### src/rtl/pll_sup_pkg.sv
// Shared types and constants for the PLL lock supervisor.
package pll_sup_pkg;

  // One-hot sequencing states
  typedef enum logic [3:0] {
    PLL_RST   = 4'b0001,
    WAIT_LOCK = 4'b0010,
    STABLE    = 4'b0100,
    RUN       = 4'b1000
  } state_e;

  // Width of the retry/lost statistics counters
  localparam int unsigned CNT_W = 8;

  // Largest of three cycle parameters; sizes the shared state counter
  function automatic int unsigned max3(input int unsigned a,
                                       input int unsigned b,
                                       input int unsigned c);
    int unsigned m;
    m = a;
    if (b > m) m = b;
    if (c > m) m = c;
    return m;
  endfunction

endpackage

### src/rtl/pll_lock_supervisor_sync_2ff.sv
// Generic 1-bit two-stage synchronizer with synchronous reset.
module sync_2ff (
  input  logic clk_i,
  input  logic rst_i,
  input  logic d_i,
  output logic q_o
);

  logic ff1_q;
  logic ff2_q;

  // Two back-to-back flops; first stage may go metastable, second resolves
  always_ff @(posedge clk_i) begin
    if (rst_i) begin
      ff1_q <= 1'b0;
      ff2_q <= 1'b0;
    end else begin
      ff1_q <= d_i;
      ff2_q <= ff1_q;
    end
  end

  assign q_o = ff2_q;

endmodule

### src/rtl/pll_lock_supervisor.sv
// Sequences PLL reset, qualifies lock stability and holds the system reset
// until lock has been stable; counts timeouts and lock losses.
module pll_lock_supervisor
  import pll_sup_pkg::*;
#(
  parameter int unsigned PLL_RST_CYCLES      = 16,
  parameter int unsigned LOCK_TIMEOUT_CYCLES = 50000,
  parameter int unsigned STABLE_CYCLES       = 1024
) (
  input  logic             clk,
  input  logic             reset,
  input  logic             lock,
  output logic             pll_reset,
  output logic             sys_reset,
  output logic             locked_ok,
  output logic             timeout_pulse,
  output logic [CNT_W-1:0] retry_count,
  output logic [CNT_W-1:0] lost_count
);

  localparam int unsigned CW =
    $clog2(max3(PLL_RST_CYCLES, LOCK_TIMEOUT_CYCLES, STABLE_CYCLES)) + 1;
  localparam logic [CW-1:0] RST_LAST    = CW'(PLL_RST_CYCLES - 1);
  localparam logic [CW-1:0] TIMEOUT_LAST = CW'(LOCK_TIMEOUT_CYCLES - 1);
  localparam logic [CW-1:0] STABLE_LAST = CW'(STABLE_CYCLES - 1);

  logic             lock_s;
  state_e           state_q, state_d;
  logic [CW-1:0]    cnt_q, cnt_d;
  logic             timeout_evt, lost_evt;

  logic             pll_reset_q, pll_reset_d;
  logic             sys_reset_q, sys_reset_d;
  logic             locked_ok_q, locked_ok_d;
  logic             timeout_q, timeout_d;
  logic [CNT_W-1:0] retry_q, retry_d;
  logic [CNT_W-1:0] lost_q, lost_d;

  sync_2ff u_lock_sync (
    .clk_i (clk),
    .rst_i (reset),
    .d_i   (lock),
    .q_o   (lock_s)
  );

  // State register and shared per-state cycle counter
  always_ff @(posedge clk) begin
    if (reset) begin
      state_q <= PLL_RST;
      cnt_q   <= '0;
    end else begin
      state_q <= state_d;
      cnt_q   <= cnt_d;
    end
  end

  // Next-state decode; lock_s takes priority over counter expiry
  always_comb begin
    state_d     = state_q;
    timeout_evt = 1'b0;
    lost_evt    = 1'b0;
    unique case (state_q)
      PLL_RST: begin
        if (cnt_q == RST_LAST) state_d = WAIT_LOCK;
      end
      WAIT_LOCK: begin
        if (lock_s) begin
          state_d = STABLE;
        end else if (cnt_q == TIMEOUT_LAST) begin
          state_d     = PLL_RST;
          timeout_evt = 1'b1;
        end
      end
      STABLE: begin
        if (!lock_s)                    state_d = WAIT_LOCK;
        else if (cnt_q == STABLE_LAST)  state_d = RUN;
      end
      RUN: begin
        if (!lock_s) begin
          state_d  = PLL_RST;
          lost_evt = 1'b1;
        end
      end
      default: state_d = PLL_RST;
    endcase
    cnt_d = (state_d != state_q) ? '0 : cnt_q + CW'(1);
  end

  // Output decode from next state so pins move on the same edge as the state
  always_comb begin
    pll_reset_d = (state_d == PLL_RST);
    sys_reset_d = (state_d != RUN);
    locked_ok_d = (state_d == RUN);
    timeout_d   = timeout_evt;
    retry_d     = (timeout_evt && (retry_q != '1)) ? retry_q + CNT_W'(1) : retry_q;
    lost_d      = (lost_evt && (lost_q != '1)) ? lost_q + CNT_W'(1) : lost_q;
  end

  // Output and statistics registers
  always_ff @(posedge clk) begin
    if (reset) begin
      pll_reset_q <= 1'b1;
      sys_reset_q <= 1'b1;
      locked_ok_q <= 1'b0;
      timeout_q   <= 1'b0;
      retry_q     <= '0;
      lost_q      <= '0;
    end else begin
      pll_reset_q <= pll_reset_d;
      sys_reset_q <= sys_reset_d;
      locked_ok_q <= locked_ok_d;
      timeout_q   <= timeout_d;
      retry_q     <= retry_d;
      lost_q      <= lost_d;
    end
  end

  assign pll_reset     = pll_reset_q;
  assign sys_reset     = sys_reset_q;
  assign locked_ok     = locked_ok_q;
  assign timeout_pulse = timeout_q;
  assign retry_count   = retry_q;
  assign lost_count    = lost_q;

endmodule

### config.mk
export PLATFORM = sky130hd
export DESIGN_NAME = pll_lock_supervisor
export DESIGN_NICKNAME = d
export VERILOG_FILES = /design/src/rtl/pll_sup_pkg.sv /design/src/rtl/pll_lock_supervisor_sync_2ff.sv /design/src/rtl/pll_lock_supervisor.sv
export SDC_FILE = /design/constraint.sdc
export NUM_CORES = 1
export LEC_CHECK = 0
export BUFFER_PORTS_ARGS = -buffer_cell sky130_fd_sc_hd__buf_4
export CAP_MARGIN = 20
export CORE_UTILIZATION = 35
export CTS_BUF_LIST = sky130_fd_sc_hd__clkbuf_4 sky130_fd_sc_hd__clkbuf_8
export DETAILED_ROUTE_END_ITERATION = 8
export PLACE_DENSITY_LB_ADDON = 0.3
export SYNTH_ARGS = -nofsm -noshare
export SYNTH_HDL_FRONTEND = slang
export SYNTH_SLANG_ARGS = --single-unit
### constraint.sdc
create_clock -name clk -period 2.9 [get_ports clk]
set_clock_uncertainty 0.1 [all_clocks]
set_input_delay 0.58 -clock clk [delete_from_list [all_inputs] [get_ports clk]]
set_output_delay 0.58 -clock clk [all_outputs]
set_load 0.02 [all_outputs]
# Word-level counts from Yosys, hierarchy flattened
# Index checks and enable logic that the tools add are counted.
# op_classes
n_mux	12
eq_ne	13
n_addsub	3
n_reduce_logical	3
# ops
operator	n
$mux 4	6
$add 17x1->17 const B	1
$eq 17x10->1 const B	1
$eq 17x16->1 const B	1
$eq 17x4->1 const B	1
$add 8x1->8 const B	2
$ne 8x8->1 const B	2
$pmux 4 s4	1
$eq 4x1->1 const B	2
$eq 4x4->1 const B	2
$mux 1	5
$eq 4x2->1 const B	1
$eq 4x3->1 const B	1
$ne 4x4->1	1
$ne 4x4->1 const B	1
$logic_and 1x1->1	2
$reduce_or 2->1	1
# word_totals
reg_bits	43
output_inout_bits	20
word_cells	41

# Longest topological paths before layout
# Gate-level depths: netlist of run 1.
# logic_depth
word_depth	6
mapped_depth	8
depth_no_buf	6

# Cells and area by module
# A second synthesis of run 1 with hierarchy kept.
# hier_totals
hier_cells	223
hier_area_um2	2016.9
# modules_own_cells
mod	instances	area_per_inst_um2	cells_per_inst
pll_lock_supervisor	1	1964.4	219
sync_2ff	1	52.6	4

# Least setup slack after synthesis of run 1
# Ideal clock, no wire load.
# synth_path
kind	register to register
start	reg cnt_q[10]
end	reg cnt_q[3]
setup_time_ns	0.138
path_stages_with_launch	7
slack_ns	0.722
period_less_slack_ns	2.178
n_path_buf	1
arrival_ns	1.940
path_cell_list	dfxtp_1 -> or4_4 -> nor4_4 -> nand3_1 -> a21oi_2 -> buf_4 -> nor4_1
# synth_via
elab_chain_cells	6
word_cells_on_any_way	11
cone_classes	4 x eq/ne; 6 x mux; 1 x reduce/logical
# synth_rtl
item	line	source
start: declaration	pll_lock_supervisor.sv:29	logic [CW-1:0] cnt_q, cnt_d;
start signal: assignment	pll_lock_supervisor.sv:53	cnt_q <= cnt_d;
$eq 17x10->1 / $eq 17x16->1 (equally long branches)	pll_lock_supervisor.sv:76, pll_lock_supervisor.sv:69	
$mux 4, on equally long branches	pll_lock_supervisor.sv:76, pll_lock_supervisor.sv:69	
$mux 4, on equally long branches	pll_lock_supervisor.sv:75, pll_lock_supervisor.sv:67	
$pmux 4 s4 *	pll_lock_supervisor.sv:62	unique case (state_q)
$ne 4x4->1 *	pll_lock_supervisor.sv:86	cnt_d = (state_d != state_q) ? '0 : cnt_q + CW'(1);
$reduce_or 2->1 (no source line) *	--	
# Mark *: on every way between the ends. The rest lies on a longest branch, timed or not.
# A chain may end at the register's enable or synchronous reset.

# Final worst setup path of run 1
# layout_path
start	reg cnt_q[10]
end	reg retry_q[5], in the netlist retry_count[5]
# layout_via
elab_chain_cells	5
# layout_rtl
item	line	source
$eq 17x16->1	pll_lock_supervisor.sv:69	end else if (cnt_q == TIMEOUT_LAST) begin
$mux 1	pll_lock_supervisor.sv:69	
$mux 1	pll_lock_supervisor.sv:67	if (lock_s) begin
$mux 1	pll_lock_supervisor.sv:62	
$logic_and 1x1->1	pll_lock_supervisor.sv:95	retry_d = (timeout_evt && (retry_q != '1)) ? retry_q + CNT_W'(1) : retry_q;
end signal: assignment	pll_lock_supervisor.sv:113	retry_q <= retry_d;
end: declaration	pll_lock_supervisor.sv:36	logic [CNT_W-1:0] retry_q, retry_d;
# No other way between the ends.

==> flow_summary.yaml, run 1 <==
synth:
  synth_most_common_cell: "dfxtp_1"
  netlist.area_leader.share_pct: 41.7
  synthTopCellsByArea: "dfxtp_1, xor2_1, nor4_1"
  synthFlopType: "dfxtp_1"
  syn_area_sq_um: 2060
  syn_inst: 232
  synth_seq_cells: 43
  syn_area_per_cell_sq_um: 8.89
  synth_common_cells: "dfxtp_1, nor2_1, nor4_1, nand3_1, xor2_1"
  synth_cell_types: 43
  synth.largest_area_cell: "dfxtp_1"
  synth-edff-count: 0
  syn-num-nets: 238
  ys_seq_area_share_pct: 41.7
  yosys_warnings: 0
  synthArstFlopShare_pct: 0
setup_path:
  critPathLaunch: "cnt_q[10]$_SDFF_PP0_"
  r2r_start: "cnt_q[10]$_SDFF_PP0_"
  cp-start-kind: "flip-flop"
  cp.required_ns: 3.03
  r2r_end: "retry_count[5]$_SDFFE_PP0P_"
  worstPathArrival_ns: 2.59
  reg2reg_depth: 5
  crit_path_end: "retry_count[5]$_SDFFE_PP0P_"
  crit_type: "reg2reg"
  worstPathMaxFanout: 14
  ff2ff_setup_slack_ns: 0.45
  worstSetupEndpointType: "flip-flop"
place:
  dp_hpwl_mm: 2.83
  io_buffers: 22
  placed_area_sq_um: 2280
  place.gp.congestion: 0.762
route:
  avgRoutedWirePerCell_microns: 12.7
  drc: 0
  ant_nets: 0
  first_iter_violations: 86
  routed-via-count: 1721
  via_per_inst: 5.31
  routed_wirelength_mm: 4.12
  dr.pass1.iters: 4
min_path:
  hold_start: "u_lock_sync.ff1_q$_SDFF_PP0_"
  hold_path.class: "reg2reg"
power:
  swShare_pct: 19.7
  p_comb_share_pct: 1.9
  p_sw_uw: 215
  p_leak_nw: 0.929
  power_frac_clock_pct: 43.5
  seqPwrFrac_pct: 54.6
  p_total_mw: 1.10
  p_int_uw: 881
  ir_worst_vdd_mv: 0.179
  p_per_area_nw_per_um2: 458
sta:
  hold_viol: 0
  relSlewSlack_pct: 60.9
  tns_ns: 0
  rsz0062_at_grt: "no"
  setup_viol: 0
  drv_slew: 0
  tightestPinTransition_ns: 0.586
  period_share_pct: 84.7
  fin_crit_ns: 2.45
  clock.fmax_ghz: 0.407
cells_and_area:
  diodes: 0
  area_delta_synth_final_pct: 16.1
  finalInstanceArea_sq_um: 2400
  drive_gt1_share_pct: 15.9
  final_net_count: 257
clocking:
  cts_resized: 0
  holdBufCountCts: 0
  cts-root-buf: "clkbuf_8"
  cts_tree: "built"
  numClockSinks: 43
  insertion_delay_ns: 0.29
  cts_setup_buffers: 0
  numCtsBuffers: 5
  clkTransAtPathRegs_ns: 0.08
  clockBufferDepth: 2
  htree_levels: 2
global_routing:
  grt.busiest_layer: "met2"
  grt_pass1_vias: 1597
  overflow: 0
  met3_usage_pct: 2.99
  grt_usage_pct: 14.4
  grt_pass1_wl_mm: 7.15
  grt_max_degree: 24
  antenna_found_initial: 0
  grt_use_met1_pct: 18.9
  met2_usage_pct: 22.3
floorplan:
  start_util_pct: 36.8
  die_w_microns: 78.8
  ios: 23
  die_y_microns: 78.8
  rows: 27
  core_area_sq_um: 5610
  die_area_sq_um: 6210
job:
  maxCapViolCount: 0
status:
  outcome: "finished clean"
==> power by group through the flow <==
| stage | Combinational, mW | Clock [mW] | Sequential, mW |
|---|---|---|---|
| after floorplan | 0.0159 | 0 | 0.612 |
| after global placement | 0.0210 | 0 | 0.613 |
| after detailed placement | 0.0212 | 0 | 0.613 |
| after CTS | 0.0212 | 0.499 | 0.599 |
| after global routing | 0.0242 | 0.520 | 0.600 |
| final | 0.0207 | 0.477 | 0.599 |
==> placed cells by master, fill, tap and decap left out, drive strengths merged, types with 2 or more instances in the layout <==
| master | instances |
|---|---|
| nor3 | 4 |
| clkbuf | 6 |
| a21oi | 13 |
| ha | 3 |
| xor2 | 15 |
| or3 | 7 |
| nand4 | 10 |
| nor2 | 19 |
| nor4 | 19 |
| and3 | 11 |
| inv | 6 |
| o21ai | 8 |
| nand3 | 15 |
| buf | 24 |
| and4 | 2 |
| o2111ai | 2 |
| nor2b | 2 |
| mux2i | 4 |
| dfxtp | 43 |
| o31ai | 2 |
| or4 | 3 |
| xnor2 | 8 |
| nand2 | 10 |
==> state kept, by name, summed over array words and instances (netlist names) <==
signal,flops
pll_reset,1
sys_reset,1
state_q,4
cnt_q,17
u_lock_sync.ff1_q,1
u_lock_sync.q_o,1
lost_count,8
timeout_pulse,1
retry_count,8
locked_ok,1
==> cell families (layout without fill, tap and decap cells) <==
group / Yosys count / count (layout) / synth area share (%)
XOR/XNOR: 23 / 23 / 9.76
buffers and inverters: 18 / 38 / 3.76
flip-flops: 43 / 43 / 41.7
AND/OR/NAND/NOR: 108 / 108 / 30.5
adder cells (fa/ha/maj): 3 / 3 / 1.82
AO/OA/AOI/OAI: 33 / 33 / 10.5
multiplexers: 4 / 4 / 1.94
==> area by class of cell <==
type / instances / area [sq um]
sequential: 43 / 861
timing repair buffer: 24 / 180
multi-input combinational: 171 / 1120
clock inverter: 2 / 35.0
clock buffer: 6 / 82.6
fill: 576 / 3210
tap: 72 / 90.1
inverter: 6 / 22.5
==> through the flow <==
step                      cells  utilization [%]  hold WS, ns  worst slack (ns)
after detailed placement    316             40.6        0.333             0.460
after floorplan             232                -        0.314             0.722
after global routing        324             42.7        0.375             0.322
after CTS                   324             42.7        0.358             0.448
after global placement      316             40.6        0.324             0.518
final                       324             42.7        0.349             0.445
==> worst max-delay path, stage by stage (launching register included) <==
cell      delay, ns
dfxtp_1        0.35
or4_4          0.55
nor4_4         0.35
nand4b_2       0.34
or4_1          0.56
a21oi_1        0.14
==> layer usage <==
layer  wire length, microns  part of all wire, %
met5                      0                    0
met1                   2100                   51
met3                    115                  2.8
met2                   1840                   45
met4                     57                  1.4
==> worst min-delay path by stage <==
stage	to	slack, ns	cells after the start
after floorplan	u_lock_sync.q_o$_SDFF_PP0_	0.31	1
after global placement	u_lock_sync.q_o$_SDFF_PP0_	0.32	1
after detailed placement	u_lock_sync.q_o$_SDFF_PP0_	0.33	1
after CTS	u_lock_sync.q_o$_SDFF_PP0_	0.36	1
after global routing	u_lock_sync.q_o$_SDFF_PP0_	0.37	1
final	u_lock_sync.q_o$_SDFF_PP0_	0.35	1
No activity file was read; power rests on OpenSTA's default activity.
==> run 2: changes to the inputs <==
--- a/config.mk
+++ b/config.mk
@@ -5,6 +5,7 @@
 export SDC_FILE = /design/constraint.sdc
 export NUM_CORES = 1
 export LEC_CHECK = 0
+export ABC_AREA = 1
 export BUFFER_PORTS_ARGS = -buffer_cell sky130_fd_sc_hd__buf_4
 export CAP_MARGIN = 20
 export CORE_UTILIZATION = 35
==> constraint.sdc (replaced) <==
create_clock -name clk -period 2.4 [get_ports clk]
set_clock_uncertainty 0.1 [all_clocks]
set_input_delay 0.48 -clock clk [delete_from_list [all_inputs] [get_ports clk]]
set_output_delay 0.48 -clock clk [all_outputs]
set_load 0.02 [all_outputs]
==> run 2 against run 1 <==
  * Fmax grew 15%
  * Power is 12% higher
  * Sequential share of layout area down 3.5 points
  * Synthesized cell count up 36%
  * Final cell count rose by 29%
  * Via count grew 16%
  * Critical path depth grew 6
  * Worst hold slack got worse by 0.067 ns
  * Design area up 11%
==> flow_summary.yaml, run 2 <==
synth:
  syn_area_sq_um: 2330
  synth_common_cells: "inv_1, nand2_1, nor2_1, dfxtp_1, nand3_1"
  synth_most_common_cell: "inv_1"
  synthTopCellsByArea: "dfxtp_1, inv_1, nand2_1"
  syn_area_per_cell_sq_um: 7.40
  synth_seq_cells: 43
  syn_inst: 315
  synth-edff-count: 0
  ys_seq_area_share_pct: 36.9
  netlist.area_leader.share_pct: 36.9
  synthFlopType: "dfxtp_1"
  synth_cell_types: 31
  synthArstFlopShare_pct: 0
  yosys_warnings: 0
  syn-num-nets: 321
  synth.largest_area_cell: "dfxtp_1"
power:
  p_comb_share_pct: 3.3
  p_per_area_nw_per_um2: 464
  power_frac_clock_pct: 38.0
  swShare_pct: 23.1
  ir_worst_vdd_mv: 0.222
  p_leak_nw: 1.12
  p_total_mw: 1.23
  p_int_uw: 947
  seqPwrFrac_pct: 58.8
  p_sw_uw: 285
clocking:
  cts_resized: 0
  insertion_delay_ns: 0.29
  cts_tree: "built"
  htree_levels: 2
  clkTransAtPathRegs_ns: 0.08
  cts_setup_buffers: 0
  cts-root-buf: "clkbuf_8"
  clockBufferDepth: 2
  numCtsBuffers: 5
  numClockSinks: 43
  holdBufCountCts: 0
global_routing:
  grt_usage_pct: 13.3
  overflow: 0
  grt_max_degree: 18
  grt_pass1_vias: 1752
  antenna_found_initial: 0
  grt_pass1_wl_mm: 7.69
route:
  avgRoutedWirePerCell_microns: 10.6
  dr.pass1.iters: 4
  via_per_inst: 4.78
  drc: 0
  routed-via-count: 2002
  routed_wirelength_mm: 4.42
  ant_nets: 0
  first_iter_violations: 96
setup_path:
  worstPathArrival_ns: 2.26
  ff2ff_setup_slack_ns: 0.27
  r2r_start: "cnt_q[0]$_SDFF_PP0_"
  critPathLaunch: "cnt_q[0]$_SDFF_PP0_"
  worstPathMaxFanout: 17
  crit_type: "reg2reg"
  cp.required_ns: 2.52
  cp-start-kind: "flip-flop"
  worstSetupEndpointType: "flip-flop"
cells_and_area:
  finalInstanceArea_sq_um: 2660
  layoutNonFillerInstCount: 419
  multiInputGateArea_sq_um: 1240
  final_util_pct: 41.6
  seq_area_sq_um: 861
  largest_register_ffs: 17
  regMostFlops: "cnt_q"
  final_net_count: 347
  diodes: 0
  drive_gt1_share_pct: 19.9
  fill_cells: 661
  final_cell_mix: "inv_1, nand2_1, nor2_1"
  area_delta_synth_final_pct: 14.0
  layout_commonest_cell: "inv_1"
floorplan:
  ios: 23
  core_area_sq_um: 6390
  die_y_microns: 83.6
  die_area_sq_um: 6990
  die_w_microns: 83.6
  start_util_pct: 36.5
  rows: 29
sta:
  clock.fmax_ghz: 0.469
  fin_crit_ns: 2.13
  drv_slew: 0
  setup_viol: 0
  rsz0062_at_grt: "no"
  relSlewSlack_pct: 72.1
  layout_setup_ws_ns: 0.267
  timing.hold.ws_ns: 0.282
  tns_ns: 0
  tightestPinTransition_ns: 0.418
  period_share_pct: 88.9
  hold_viol: 0
place:
  place.gp.congestion: 0.807
  dp_cells: 411
  dp_hpwl_mm: 3.30
  io_buffers: 22
  placed_area_sq_um: 2570
  dp_worst_setup_slack_ns: 0.276
status:
  outcome: "finished clean"
min_path:
  hold_start: "lock"
  hold_path.class: "in2reg"
job:
  maxCapViolCount: 0
## run 2: changes by cell type after synthesis, sizes merged, moves of 8 or more
cell   change
and3      -10
inv       +47
nand2     +42
nand3     +13
nor2      +47
nor3       +8
nor4      -16
## run 2: layout make-up
class | count | share of cell area (%)
multi-input cells | 214 | 46.5
clock buffers | 6 | 2.87
repair buffers | 23 | 6.50
flip-flops and latches | 43 | 32.4
inverters | 54 | 7.63
well taps | 77 | 3.63
clock inverters | 2 | 0.471
## run 2: logic make-up after synthesis
group           after synthesis  synth area share (%)
simple gates                174                  40.5
buf+inv                      58                  10.0
flops                        43                  36.9
compound gates               20                  4.56
xor+xnor                     17                  6.39
fa+ha+maj                     3                  1.61
## run 2: worst max-delay path, cell delays in order (launching register included)
cell	delay, ns
dfxtp_1	0.40
ha_1	0.27
nand3_4	0.14
nor2_4	0.17
nand3_2	0.09
nand2_2	0.09
nand3_2	0.08
nand2_2	0.06
nand2_2	0.05
nor2_4	0.09
nand3_4	0.32
nor2_1	0.19
## run 2: per-layer routing
| metal | vias to the layer above | global-route usage, % | part of all wire (%) |
|---|---|---|---|
| li1 | 1046 | - | - |
| met1 | 911 | 18.0 | 49 |
| met2 | 40 | 21.3 | 45 |
| met3 | 5 | 2.47 | 4.5 |
| met4 | 0 | 4.16 | 1.1 |
| met5 | - | 0 | 0 |
## run 2: power groups by stage
stage          clock network [mW]  logic [mW]  registers (mW)
6_report                    0.468      0.0401           0.725
5_1_grt                     0.514      0.0447           0.726
4_1_cts                     0.491      0.0407           0.725
3_5_place_dp                    0      0.0407           0.742
3_3_place_gp                    0      0.0406           0.742
2_1_floorplan                   0      0.0365           0.740
## run 2: worst paths after layout
check	endpoint	cells past startpoint
setup / recovery	cnt_q[7]$_SDFF_PP0_	11
hold reg to reg	u_lock_sync.q_o$_SDFF_PP0_	2
setup reg to reg	cnt_q[7]$_SDFF_PP0_	11
hold / removal	u_lock_sync.ff1_q$_SDFF_PP0_	3
